===== config.mk =====
export PLATFORM = sky130hd
export DESIGN_NAME = ot_init_serializer
export DESIGN_NICKNAME = d
export VERILOG_FILES = /design/src/rtl/ot_init_serializer.sv
export SDC_FILE = /design/constraint.sdc
export NUM_CORES = 1
export LEC_CHECK = 0
export BUFFER_PORTS_ARGS = -buffer_cell sky130_fd_sc_hd__buf_2
export CORE_ASPECT_RATIO = 1.5
export CORE_MARGIN = 10
export CORE_UTILIZATION = 50
export DETAILED_ROUTE_END_ITERATION = 8
export GPL_ROUTABILITY_DRIVEN = 0
export PLACE_DENSITY_LB_ADDON = 0.08
export SYNTH_ARGS = -nofsm -noshare
export SYNTH_HDL_FRONTEND = slang
export SYNTH_SLANG_ARGS = --single-unit

===== constraint.sdc =====
create_clock -name clk -period 2.1 [get_ports clk]
set_input_delay 0.105 -clock clk [delete_from_list [all_inputs] [get_ports clk]]
set_output_delay 0.105 -clock clk [all_outputs]
set_load 0.03 [all_outputs]

===== src/rtl/ot_init_serializer.sv =====
// ot_init_serializer
//
// Initiator-side serializer for the 1-bit bus. Takes one parallel read/write
// request at a time, shifts out a 16-bit address (LSB first), waits for the
// selected target's acknowledge, then shifts write data out or collects read
// data in. Finishes with a one-cycle parallel response together with a
// release strobe that frees the downstream decoder's held selection.
//
// Ports:
//   clk, rst_n            clock (rising edge) and async active-low reset
//   req_valid/req_ready   request handshake; ready only while idle
//   req_write/req_addr/req_wdata   request fields, sampled at accept
//   rsp_valid/rsp_rdata/rsp_err    one-cycle response pulse
//   bus_data_out(_valid)  serial address / write-data bit and its qualifier
//   bus_mode              0 = address phase, 1 = data phase
//   bus_write             direction of the transfer in flight, 0 when idle
//   bus_ack               target acknowledge of the address
//   bus_rdata_in(_valid)  serial read data from the target
//   bus_release           one-cycle end-of-transfer strobe
//
// Every output is a flop; the next-state logic computes the value each output
// must show in the state being entered.
module ot_init_serializer #(
  parameter int DATA_WIDTH    = 8,
  parameter int ACK_TIMEOUT   = 32,
  parameter int RDATA_TIMEOUT = 64
) (
  input  logic                  clk,
  input  logic                  rst_n,
  input  logic                  req_valid,
  output logic                  req_ready,
  input  logic                  req_write,
  input  logic [15:0]           req_addr,
  input  logic [DATA_WIDTH-1:0] req_wdata,
  output logic                  rsp_valid,
  output logic [DATA_WIDTH-1:0] rsp_rdata,
  output logic                  rsp_err,
  output logic                  bus_data_out,
  output logic                  bus_data_out_valid,
  output logic                  bus_mode,
  output logic                  bus_write,
  input  logic                  bus_ack,
  input  logic                  bus_rdata_in,
  input  logic                  bus_rdata_in_valid,
  output logic                  bus_release
);

  // One shared counter covers address bits, ack wait, write bits and read wait.
  localparam int CMAX1 = (ACK_TIMEOUT > RDATA_TIMEOUT) ? ACK_TIMEOUT : RDATA_TIMEOUT;
  localparam int CMAX  = (CMAX1 > 16) ? CMAX1 : 16;
  localparam int CW    = $clog2(CMAX + 1);
  localparam int RBW   = $clog2(DATA_WIDTH + 1);

  typedef enum logic [2:0] {
    IDLE, ADDR, WAIT_ACK, WDATA, RDATA, DONE
  } state_e;

  state_e                state_q, state_d;
  logic [CW-1:0]         cnt_q, cnt_d;
  logic [RBW-1:0]        rbits_q, rbits_d;
  logic [15:0]           addr_q, addr_d;
  logic [DATA_WIDTH-1:0] wdata_q, wdata_d;
  logic [DATA_WIDTH-1:0] rdata_q, rdata_d;
  logic                  req_ready_q, req_ready_d;
  logic                  rsp_valid_q, rsp_valid_d;
  logic [DATA_WIDTH-1:0] rsp_rdata_q, rsp_rdata_d;
  logic                  rsp_err_q, rsp_err_d;
  logic                  bus_data_out_q, bus_data_out_d;
  logic                  bus_data_out_valid_q, bus_data_out_valid_d;
  logic                  bus_mode_q, bus_mode_d;
  logic                  bus_write_q, bus_write_d;
  logic                  bus_release_q, bus_release_d;

  always_ff @(posedge clk or negedge rst_n) begin
    if (!rst_n) begin
      state_q              <= IDLE;
      cnt_q                <= '0;
      rbits_q              <= '0;
      addr_q               <= '0;
      wdata_q              <= '0;
      rdata_q              <= '0;
      req_ready_q          <= 1'b1;
      rsp_valid_q          <= 1'b0;
      rsp_rdata_q          <= '0;
      rsp_err_q            <= 1'b0;
      bus_data_out_q       <= 1'b0;
      bus_data_out_valid_q <= 1'b0;
      bus_mode_q           <= 1'b0;
      bus_write_q          <= 1'b0;
      bus_release_q        <= 1'b0;
    end else begin
      state_q              <= state_d;
      cnt_q                <= cnt_d;
      rbits_q              <= rbits_d;
      addr_q               <= addr_d;
      wdata_q              <= wdata_d;
      rdata_q              <= rdata_d;
      req_ready_q          <= req_ready_d;
      rsp_valid_q          <= rsp_valid_d;
      rsp_rdata_q          <= rsp_rdata_d;
      rsp_err_q            <= rsp_err_d;
      bus_data_out_q       <= bus_data_out_d;
      bus_data_out_valid_q <= bus_data_out_valid_d;
      bus_mode_q           <= bus_mode_d;
      bus_write_q          <= bus_write_d;
      bus_release_q        <= bus_release_d;
    end
  end

  always_comb begin
    state_d              = state_q;
    cnt_d                = cnt_q;
    rbits_d              = rbits_q;
    addr_d               = addr_q;
    wdata_d              = wdata_q;
    rdata_d              = rdata_q;
    req_ready_d          = 1'b0;
    rsp_valid_d          = 1'b0;
    rsp_rdata_d          = '0;
    rsp_err_d            = 1'b0;
    bus_data_out_d       = 1'b0;
    bus_data_out_valid_d = 1'b0;
    bus_mode_d           = 1'b0;
    bus_write_d          = bus_write_q;
    bus_release_d        = 1'b0;

    unique case (state_q)
      IDLE: begin
        req_ready_d = 1'b1;
        if (req_valid && req_ready_q) begin
          // Bit 0 is presented in the first ADDR cycle, so the shifter keeps
          // only the remaining bits.
          state_d              = ADDR;
          addr_d               = req_addr >> 1;
          wdata_d              = req_wdata;
          rdata_d              = '0;
          rbits_d              = '0;
          cnt_d                = '0;
          bus_write_d          = req_write;
          bus_data_out_d       = req_addr[0];
          bus_data_out_valid_d = 1'b1;
          req_ready_d          = 1'b0;
        end
      end

      ADDR: begin
        if (cnt_q == CW'(15)) begin
          state_d = WAIT_ACK;
          cnt_d   = '0;
        end else begin
          bus_data_out_d       = addr_q[0];
          bus_data_out_valid_d = 1'b1;
          addr_d               = addr_q >> 1;
          cnt_d                = cnt_q + CW'(1);
        end
      end

      WAIT_ACK: begin
        // Ack is checked before the limit so a last-cycle ack still proceeds.
        if (bus_ack) begin
          cnt_d      = '0;
          bus_mode_d = 1'b1;
          if (bus_write_q) begin
            state_d              = WDATA;
            bus_data_out_d       = wdata_q[0];
            bus_data_out_valid_d = 1'b1;
            wdata_d              = wdata_q >> 1;
          end else begin
            state_d = RDATA;
            rbits_d = '0;
            rdata_d = '0;
          end
        end else if (cnt_q == CW'(ACK_TIMEOUT - 1)) begin
          state_d       = DONE;
          rsp_valid_d   = 1'b1;
          rsp_err_d     = 1'b1;
          bus_release_d = 1'b1;
        end else begin
          cnt_d = cnt_q + CW'(1);
        end
      end

      WDATA: begin
        if (cnt_q == CW'(DATA_WIDTH - 1)) begin
          state_d       = DONE;
          rsp_valid_d   = 1'b1;
          bus_release_d = 1'b1;
        end else begin
          bus_data_out_d       = wdata_q[0];
          bus_data_out_valid_d = 1'b1;
          bus_mode_d           = 1'b1;
          wdata_d              = wdata_q >> 1;
          cnt_d                = cnt_q + CW'(1);
        end
      end

      RDATA: begin
        bus_mode_d = 1'b1;
        // Bits enter at the MSB and move down, so bit n ends up at rdata[n].
        if (bus_rdata_in_valid) begin
          rdata_d                 = rdata_q >> 1;
          rdata_d[DATA_WIDTH-1]   = bus_rdata_in;
          rbits_d                 = rbits_q + RBW'(1);
        end
        // Completing on the timeout cycle counts as success.
        if (bus_rdata_in_valid && (rbits_q == RBW'(DATA_WIDTH - 1))) begin
          state_d       = DONE;
          bus_mode_d    = 1'b0;
          rsp_valid_d   = 1'b1;
          rsp_rdata_d   = rdata_d;
          bus_release_d = 1'b1;
        end else if (cnt_q == CW'(RDATA_TIMEOUT - 1)) begin
          state_d       = DONE;
          bus_mode_d    = 1'b0;
          rsp_valid_d   = 1'b1;
          rsp_err_d     = 1'b1;
          bus_release_d = 1'b1;
        end else begin
          cnt_d = cnt_q + CW'(1);
        end
      end

      DONE: begin
        state_d     = IDLE;
        req_ready_d = 1'b1;
        bus_write_d = 1'b0;
      end

      default: begin
        state_d     = IDLE;
        req_ready_d = 1'b1;
        bus_write_d = 1'b0;
      end
    endcase
  end

  assign req_ready          = req_ready_q;
  assign rsp_valid          = rsp_valid_q;
  assign rsp_rdata          = rsp_rdata_q;
  assign rsp_err            = rsp_err_q;
  assign bus_data_out       = bus_data_out_q;
  assign bus_data_out_valid = bus_data_out_valid_q;
  assign bus_mode           = bus_mode_q;
  assign bus_write          = bus_write_q;
  assign bus_release        = bus_release_q;

endmodule


==> results.json <==
{
  "cp.arrival_ns": 2.21,
  "grt_antenna_before_repair": 0,
  "slew_headroom_pct": 58.7,
  "clk_latency_ns": 0.33,
  "synth_cell_types": 52,
  "p_leak_nw": 1.71,
  "final_antenna_net_count": 0,
  "synth_mux_area_share_pct": 10.3,
  "cts_buffers": 9,
  "cts_hold_buf": 2,
  "switchingPower_mw": 0.493,
  "dieArea_um2": 9590,
  "swShare_pct": 20.4,
  "drc": 0,
  "grt_pass1_wl_um": 11700,
  "avgRoutedWirePerCell_um": 15.6,
  "endpoint": "addr_q[8]",
  "async_flop_share_pct": 100,
  "diodes": 0,
  "reg2reg_from": "cnt_q[0]",
  "synthXorXnorAreaFrac_pct": 0,
  "postLayoutCellArea_um2": 3640,
  "cts_setup_buffers": 0,
  "p_clk_share_pct": 48.5,
  "layout_commonest_cell": "dfrtp_1",
  "synthesis.nets": 320,
  "core_um2": 5830,
  "skew_ns": 0.00690,
  "htreeDepth": 3,
  "final_max_slew_viol_count": 0,
  "yosysWarnings": 0,
  "path_clk_slew_ns": 0.07,
  "syn_area_per_cell_um2": 10.5,
  "grt_overflow": 0,
  "r2r_cells": 7,
  "max-cap-violations": 0,
  "ios": 47,
  "wl_um": 6650,
  "start_util_pct": 51.7,
  "p_per_area_nw_per_um2": 662,
  "critPathLaunch": "cnt_q[0]",
  "ys.flop_type": "dfrtp_1",
  "cts_tree": "built",
  "track_usage_pct": 14.6,
  "fmax_mhz": 511,
  "synth_fa_ha_area_share_pct": 0.831,
  "synthesis.area_um2": 3010,
  "synth_top_family_by_area": "compound AO/OA/AOI/OAI gates",
  "area_growth_pct": 21.0,
  "cts_root_buf": "clkbuf_8",
  "cts_buffer_depth": 2,
  "criticalPathCategory": "register to register",
  "nets": 383,
  "drive_gt1_share_pct": 26.8,
  "sequentialPowerShare_pct": 48.1,
  "grt_max_degree": 35,
  "worstMarginPinSlew_ns": 0.620,
  "cp-start-kind": "register",
  "dp_hpwl_um": 4900,
  "rows": 34,
  "worst-endpoint-required_ns": 2.36,
  "dpl_cell_area_um2": 3400,
  "clock-sinks": 60,
  "power.internal_mw": 1.92,
  "finalSetupViolations": 0,
  "rsz0062_at_grt": "no",
  "dr.pass1.iters": 5,
  "synth-simple-area-share_pct": 16.7,
  "hold_viol_final": 0,
  "synth_edf_count": 0,
  "final_cell_mix": "dfrtp_1, buf_2, mux2i_1",
  "post-route-min-period_ns": 1.96,
  "port_buffers": 46,
  "chipWidth_um": 83.4,
  "fin_crit_sh_pct": 93.1,
  "crit_path_end_kind": "register",
  "synth_compound_area_share_pct": 18.2,
  "worst-r2r-setup-slack_ns": 0.14,
  "cts_resized": 0,
  "synth_seq_area_share_pct": 49.9,
  "fin_tns_setup_ns": 0,
  "first_iter_violations": 99,
  "p_comb_share_pct": 3.4,
  "first_global_vias": 2502,
  "hp-class": "primary input to register",
  "synth_cells": 287,
  "status": "completed",
  "die_y_um": 115,
  "cp_max_fo": 31,
  "total_power_mw": 2.41,
  "ir_worst_vdd_v": 0.000585,
  "r2r_end": "addr_q[8]",
  "vias_per_cell": 5.48,
  "vias": 2336,
  "ys_ff_latch": 60
}
critical path, cell delays in order (launching register included):
cell       delay [ns]
dfrtp_1          0.41
ha_1             0.25
nor4b_2          0.19
and3_4           0.22
a2111oi_4        0.41
buf_12           0.22
nor2_1           0.05
a21oi_1          0.12
registers in the layout (all words and copies together) (netlist names):
signal,flops
addr_q,15
bus_data_out,1
bus_data_out_valid,1
bus_mode,1
bus_release,1
bus_write,1
cnt_q,7
rbits_q,4
rdata_q,8
req_ready,1
rsp_err,1
rsp_rdata,8
state_q,3
wdata_q,8
routing by layer:
metal | up-vias | wire length (um) | GRT usage [%]
met5 | - | 0 | 0
met4 | 0 | 158 | 6.95
met3 | 17 | 310 | 5.02
met2 | 50 | 3330 | 24.2
met1 | 1107 | 2860 | 16.7
li1 | 1162 | - | -
cells in the mapped netlist (2+ instances only):
cell type  instances  area share (%)
nor3b_1            3            0.75
o211ai_1           5             1.2
ha_1               2            0.83
o21ai_1           11             1.8
buf_6              2            0.75
nand3b_1           2            0.50
nand3_1            6             1.0
o21ai_2            3            0.87
a21o_1             3            0.75
nand4_1            3            0.62
nand4b_1           2            0.58
mux2i_1           30              10
nand2b_1           2            0.42
nor2_1            29             3.6
o31ai_1            3            0.75
a21oi_1           22             3.7
nor3_1             2            0.33
buf_2              8             1.3
nor2_2             2            0.42
a32o_1             2            0.66
buf_4              4             1.0
nor4b_1            2            0.58
o21ai_0            6             1.0
nand2_1           27             3.4
nor2b_1            4            0.83
inv_1              8             1.0
and2_1             3            0.62
dfrtp_1           59              49
a22o_1             9             2.6
stage by stage:
stage	hold slack, ns	worst slack [ns]	instances	util [%]
after CTS	0.00687	0.140	426	62.5
after detailed placement	0.160	0.156	409	58.4
after global routing	0.0183	0.0205	426	62.5
final	0.0179	0.145	426	62.5
after global placement	0.151	0.182	409	58.4
after floorplan	-0.191	0.257	287	-
cell families (layout without fill, tap and decap cells):
logic type,after synthesis,in the layout
and+or+nand+nor,96,96
AOI/OAI and AO/OA,76,76
DFF,60,60
muxes,31,31
buffers and inverters,22,89
adders and majority gates,2,2
how the worst min path moves through the flow:
stage | startpoint | to | slack [ns] | cells past startpoint
floorplan | rst_n | addr_q[0] | -0.19 | 0
CTS | req_addr[15] | addr_q[14] | 0.007 | 3
finish | req_addr[15] | addr_q[14] | 0.02 | 3
detailed placement | rst_n | addr_q[14] | 0.16 | 1
global route | req_addr[15] | addr_q[14] | 0.02 | 3
global placement | rst_n | addr_q[13] | 0.15 | 1
power groups by stage:
stage	Clock (mW)	Combinational (mW)	Sequential [mW]
6_report	1.17	0.0833	1.16
5_1_grt	1.25	0.0947	1.16
4_1_cts	1.20	0.0862	1.16
3_5_place_dp	0	0.0832	1.18
3_3_place_gp	0	0.0813	1.18
2_1_floorplan	0	0.0220	1.18
layout make-up:
type                    instances  area (um^2)
well taps                      72         90.1
repair buffers                 66          410
clock inverters                 4         72.6
clock buffers                  11          151
multi-input cells             205         1390
fillers                       487         2180
flip-flops and latches         60         1500
inverters                       8         30.0
Power figures use the tool's default switching activity.
